===== src/rtl/lib_rr_arb.sv =====
`default_nettype none
// ============================================================================
//  Module      : lib_rr_arb
//  Description : Burst-granular round-robin arbiter. A one-hot base pointer
//                seeds a wrapping find-first-set search over the request
//                vector. The winner keeps the grant until end of burst,
//                withdrawal, or a MAX_BEATS beat timeout. The pointer then
//                moves to the requester just above the winner.
//  Revision    : 1.0 - initial release
// ============================================================================
module lib_rr_arb #(
    parameter int N_REQ     = 4,
    parameter int MAX_BEATS = 16,
    parameter int IDX_W     = $clog2(N_REQ)
) (
    input  logic             clk,
    input  logic             rstn,
    input  logic [N_REQ-1:0] req,
    input  logic [N_REQ-1:0] last,
    input  logic             ack,
    output logic [N_REQ-1:0] gnt,
    output logic             gnt_vld,
    output logic [IDX_W-1:0] gnt_idx,
    output logic             timeout
);

    localparam int         CNT_W   = $clog2(MAX_BEATS + 1);
    localparam logic [0:0] S_IDLE  = 1'b0;
    localparam logic [0:0] S_GRANT = 1'b1;

    localparam logic [CNT_W-1:0] c_last_beat = CNT_W'(MAX_BEATS - 1);

    logic [0:0]       r_state;
    logic [N_REQ-1:0] r_gnt;
    logic [IDX_W-1:0] r_gnt_idx;
    logic             r_timeout;
    logic [N_REQ-1:0] r_base;
    logic [CNT_W-1:0] r_beat_cnt;

    logic [N_REQ-1:0] w_req_hi;
    logic [N_REQ-1:0] w_pick;
    logic [IDX_W-1:0] w_win_idx;
    logic [N_REQ-1:0] w_win_onehot;
    logic             w_end_burst;
    logic             w_withdraw;
    logic             w_beat_limit;
    logic             w_release;
    logic             w_timeout_rel;

    // Wrapping priority search: requests at or above the base bit first,
    // otherwise fall back to the lowest request overall.
    always_comb begin
        w_req_hi     = req & ~(r_base - N_REQ'(1));
        w_pick       = (w_req_hi != '0) ? w_req_hi : req;
        w_win_idx    = '0;
        for (int i = N_REQ - 1; i >= 0; i--) begin
            if (w_pick[i]) begin
                w_win_idx = IDX_W'(i);
            end
        end
        w_win_onehot = N_REQ'(1) << w_win_idx;
    end

    // Release decode for the current grantee; a timeout pulse is reported
    // only when neither end-of-burst nor withdrawal explains the release.
    always_comb begin
        w_end_burst   = ack && last[r_gnt_idx];
        w_withdraw    = !req[r_gnt_idx];
        w_beat_limit  = ack && (r_beat_cnt == c_last_beat) && !last[r_gnt_idx];
        w_release     = w_end_burst || w_withdraw || w_beat_limit;
        w_timeout_rel = w_beat_limit && !w_withdraw;
    end

    // Arbitration state machine with registered grant outputs.
    always_ff @(posedge clk) begin
        if (!rstn) begin
            r_state    <= S_IDLE;
            r_gnt      <= '0;
            r_gnt_idx  <= '0;
            r_timeout  <= 1'b0;
            r_base     <= N_REQ'(1);
            r_beat_cnt <= '0;
        end else begin
            r_timeout <= 1'b0;
            case (r_state)
                S_IDLE: begin
                    if (req != '0) begin
                        r_state    <= S_GRANT;
                        r_gnt      <= w_win_onehot;
                        r_gnt_idx  <= w_win_idx;
                        r_beat_cnt <= '0;
                    end
                end
                S_GRANT: begin
                    if (w_release) begin
                        r_state    <= S_IDLE;
                        r_gnt      <= '0;
                        r_gnt_idx  <= '0;
                        r_beat_cnt <= '0;
                        r_base     <= {r_gnt[N_REQ-2:0], r_gnt[N_REQ-1]};
                        r_timeout  <= w_timeout_rel;
                    end else if (ack) begin
                        r_beat_cnt <= r_beat_cnt + CNT_W'(1);
                    end
                end
                default: begin
                    r_state <= S_IDLE;
                end
            endcase
        end
    end

    assign gnt     = r_gnt;
    assign gnt_vld = |r_gnt;
    assign gnt_idx = r_gnt_idx;
    assign timeout = r_timeout;

endmodule
`default_nettype wire


===== config.mk =====
export PLATFORM = sky130hd
export DESIGN_NAME = lib_rr_arb
export DESIGN_NICKNAME = d
export VERILOG_FILES = /design/src/rtl/lib_rr_arb.sv
export SDC_FILE = /design/constraint.sdc
export NUM_CORES = 1
export LEC_CHECK = 0
export ABC_AREA = 1
export CORE_AREA = 2 2 48 50
export DETAILED_ROUTE_END_ITERATION = 10
export DIE_AREA = 0 0 50 52
export PLACE_DENSITY = 0.75
export SKIP_LAST_GASP = 1
export SYNTH_ARGS = -nofsm -noshare
export SYNTH_HDL_FRONTEND = slang
export SYNTH_SLANG_ARGS = --single-unit
export TNS_END_PERCENT = 20

===== constraint.sdc =====
create_clock -name clk -period 2 [get_ports clk]
set_input_delay 0.2 -clock clk [delete_from_list [all_inputs] [get_ports clk]]
set_output_delay 0.2 -clock clk [all_outputs]
set_load 0.01 [all_outputs]

After elaboration in Yosys (flattened, before gate mapping). Index checks and enable logic that the tools add are counted. Widths: inputs -> output; s select.

Output and inout port bits: 8. Input port bits: 11. Word-level logic and storage cells: 54. Register bits after elaboration: 17.

Equality and inequality tests: 4. Add/sub/neg operators: 2. $lt $le $gt $ge: 1. Muxes and demuxes: 22. Shifts and indexed selects: 1. Bitwise operators: 3. Reduce and logical (&&, ||, !) cells: 15.

Operator list (number): $mux 5 (3); $mux 2 (6); $mux 4 (3); $pmux 5 s2 (1); $pmux 4 s2 (1); $reduce_bool 4->1 (2); $reduce_and 2->1 (3); $add 5x1->5 const B (1); $eq 5x4->1 const B (1); $and 4x4->4 (1); $bmux 1 s2 (2); $logic_and 1x1->1 (4); $mux 1 (4); $not 4->4 (1); $pmux 2 s2 (1); $reduce_or 4->1 (1); $shl 1x2->4 const A (1); $sub 4x1->4 const B (1); $lt 2x3->1 const B (1); $ne 3x2->1 const B (1); $reduce_and 3->1 (1); $logic_not 1->1 (2); $logic_or 1x1->1 (2); $ne 2x1->1 const B (1); other kinds (3) (3).

Depth between registers and ports, before layout.
Depth in word-level cells: 12. Depth in mapped cells: 15. Mapped depth without buffers: 15.

Worst setup path after synthesis. OpenSTA, ideal clock, no wires.

Path type: register to register. From: register r_base[0]. To: register r_gnt[3], in the netlist gnt[3]. Slack: 392 ps. Clock period less this slack: 1608 ps. Cell stages (with the launch flop): 14. Arrival time: 1544 ps. Data required time: 1936 ps. Path through: dfxtp_1 inv_2 ha_1 nand2_1 nand2_1 inv_1 nand2_1 o21ai_1 nand3_1 nand2_1 nand2_1 nor2_1 nor2_1 nor2_1.

Cells in the longest elaborated chain, start to end: 12.

RTL lines: start, declared (line 37) `logic [N_REQ-1:0] r_base;`; start signal, assigned (line 100) `r_base <= {r_gnt[N_REQ-2:0], r_gnt[N_REQ-1]};`; $sub 4x1->4 (*) (line 53) `w_req_hi = req & ~(r_base - N_REQ'(1));`; $not 4->4 (*) (line 53); $and 4x4->4 (*) (line 53); $reduce_bool 4->1 (line 54) `w_pick = (w_req_hi != '0) ? w_req_hi : req;`; $mux 4 (*) (line 54); $mux 2 (3 in series) (line 57) `if (w_pick[i]) begin`; $mux 2 (*) (line 57); $shl 1x2->4 (*) (line 61) `w_win_onehot = N_REQ'(1) << w_win_idx;`; $mux 4 (*) (line 87) `if (req != '0) begin`; $pmux 4 s2 (*) (line 85) `case (r_state)`; end signal, assigned (line 89) `r_gnt <= w_win_onehot;`; end, declared (line 34) `logic [N_REQ-1:0] r_gnt;`.

Mark *: on every way between the ends. The rest lies on a longest branch, timed or not. The select of a mux whose other input is x is not followed. A chain may end at the register's enable or synchronous reset.

Worst setup path after layout.
From: register r_gnt[1], in the netlist gnt[1]. To: output gnt_vld.

Cells in the longest elaborated chain, start to end: 1.

RTL lines: $reduce_or 4->1 (line 114) `assign gnt_vld = |r_gnt;`; end, declared (line 22) `output logic gnt_vld,`.

No other way between the ends.

==> metrics.csv <==
metric,value,unit
status,"complete, no violations",
grt_overflow,0,
drc,0,
startpoint,gnt[1],
dp_hpwl,1.83,mm
top_layer_used,met4,
yosysTopAreaCell,dfxtp_1,
ys_top_cells_by_area,"dfxtp_1, nand2_1, nand3_1",
leakage,0.559,nW
cts_hold_repair.buffers,0,
cts.repair.resized,0,
worstMarginPinSlew,0.240,ns
async_reset_ff_frac,0,
clock-sinks,17,
portBuffers,18,
wl_met1,947,um
fp.dieW,50,um
routabilityCongestion,0.822,
timing.max_cap.violations,0,
cts_root_buf,clkbuf_4,
synth.most_common_cell,nand2_1,
ys_ff_latch,17,
drive_gt1_frac,0.118,
synth_flop_cell,dfxtp_1,
core,2110,um^2
hold_viol_final,0,
synthesis.area,1000,um^2
rows,17,
initial_core_util,0.476,
crit_type,register to output pin,
ys_top_cells_by_count,"nand2_1, nand3_1, dfxtp_1",
crit_chain,"or4_1, clkdlybuf4s50_1",
route.met3.wl,60,um
post_cts.repair.setup_buffers,0,
die_h,52,um
slowest_stage,or4_1,
wl_met2,1.19,mm
powerDensity,725,nW/um^2
drt_pass1_iterations,4,
syn_nets,162,
seq_area_frac_synth,0.340,
postSynthAreaPerCell,6.77,um^2
final_max_slew_viol_count,0,
grt_pass1_vias,935,
hp-class,register to register,
synth_top_area_frac,0.340,
drtAntennaViolNets,0,
rsz0062_at_grt,false,
fin_skew,0.00513,ns
startpoint_type,register,
area_delta_synth_final,23.5,%
synth-edff-count,0,
grt_start_max_net_pins,15,
cp_slowest_stage_delay,0.52,ns
max_slew_margin,0.839,
total_power,897,uW
h-tree-depth,1,
finalWirelength,2.23,mm
wl_per_cell,11.3,um
vias,995,
die_area,2600,um^2
setup_violations,0,
netlist-cell-type-count,23,
drt_iter0_drc,24,
clkTransAtPathRegs,0.10,ns
cts_tree,built,
track_usage,0.187,
cts_buffer_depth,2,
grt_antenna_before_repair,0,
syn_inst,148,
hp-start,r_beat_cnt[4],
cp_max_fo,4,
reg2reg_from,r_base[0],
grt_pass1_wl,3.73,mm
required,1.80,ns
end_kind,output pin,
vias_per_cell,5.03,
diodes,0,
max_freq,540,MHz
min_period,1.85,ns
numCtsBuffers,3,
fin_nets,185,
setup-tns-final,0,ns
clk_latency,0.29,ns
yosys_warnings,0,
pin_count,19,
max-vdd-ir-drop,0.497,mV
critPathArrivalTime,1.65,ns
period_share,0.926,
## cell usage in the layout, fill, tap and decap left out
master	instances
a21oi_1	15
and3_1	2
buf_4	1
clkbuf_4	3
clkdlybuf4s50_1	18
clkinv_2	1
dfxtp_1	17
ha_1	3
inv_1	16
inv_2	7
nand2_1	31
nand2_2	3
nand2_4	3
nand3_1	19
nand3_2	1
nand3b_1	1
nand4_1	2
nor2_1	12
nor3_2	1
nor4_1	1
o211ai_1	1
o21ai_0	4
o21ai_1	3
or2_1	2
or4_1	1
xor2_1	2
## cell families (layout without fill, tap and decap cells)
group / after synthesis / after routing / share of synthesized area
AO/OA/AOI/OAI: 23 / 23 / 0.117
XOR/XNOR: 2 / 2 / 0.0175
buffers and inverters: 24 / 46 / 0.101
flip-flops: 17 / 17 / 0.340
AND/OR/NAND/NOR: 79 / 79 / 0.387
adder cells (fa/ha/maj): 3 / 3 / 0.0375
## stage by stage
step / area (um^2) / setup WS (ns) / std cells / utilization / hold WS [ns]
6_report: 1240 / 0.148 / 198 / 0.588 / 0.467
5_1_grt: 1240 / 0.0118 / 198 / 0.588 / 0.495
4_1_cts: 1240 / 0.139 / 198 / 0.588 / 0.472
3_5_place_dp: 1210 / 0.0829 / 194 / 0.575 / 0.456
3_3_place_gp: 1210 / 0.128 / 194 / 0.575 / 0.452
2_1_floorplan: 1000 / 0.392 / 148 / - / 0.299
## critical path: cells and delay by family, from the launching register on
family        cells  cell delay (ns)
buf+inv           1             0.49
simple gates      1             0.52
flops             1             0.35
## power breakdown
| part | switching, mW | internal, mW |
|---|---|---|
| clock network | 0.110 | 0.0745 |
| registers | 0.0264 | 0.368 |
| logic | 0.186 | 0.132 |
| total | 0.322 | 0.574 |
## flip-flops by register name, summed over array words and instances, names as in the netlist
signal	flops
r_state	1
gnt	4
r_beat_cnt	5
timeout	1
r_base	4
gnt_idx	2
## final cells by class
| class | instances | area (um^2) |
|---|---|---|
| fillers | 200 | 868 |
| multi-input cells | 107 | 561 |
| flip-flops and latches | 17 | 340 |
| repair buffers | 19 | 188 |
| inverters | 23 | 86.3 |
| well taps | 28 | 35.0 |
| clock buffers | 3 | 22.5 |
| clock inverters | 1 | 5.00 |
## per-layer routing
layer  GRT usage  vias to the layer above
met1       0.194                      447
met5           0                        -
met4      0.0694                        0
met2       0.368                       15
met3      0.0345                        4
li1            -                      529
## final timing paths
| path | endpoint | slack, ns | depth (start not counted) |
|---|---|---|---|
| max | gnt_vld | 0.15 | 2 |
| min reg2reg | r_beat_cnt[4] | 0.47 | 2 |
| min | r_beat_cnt[4] | 0.47 | 2 |
| max reg2reg | gnt[3] | 0.18 | 13 |
Note: power is estimated with default switching activity, not from simulation.
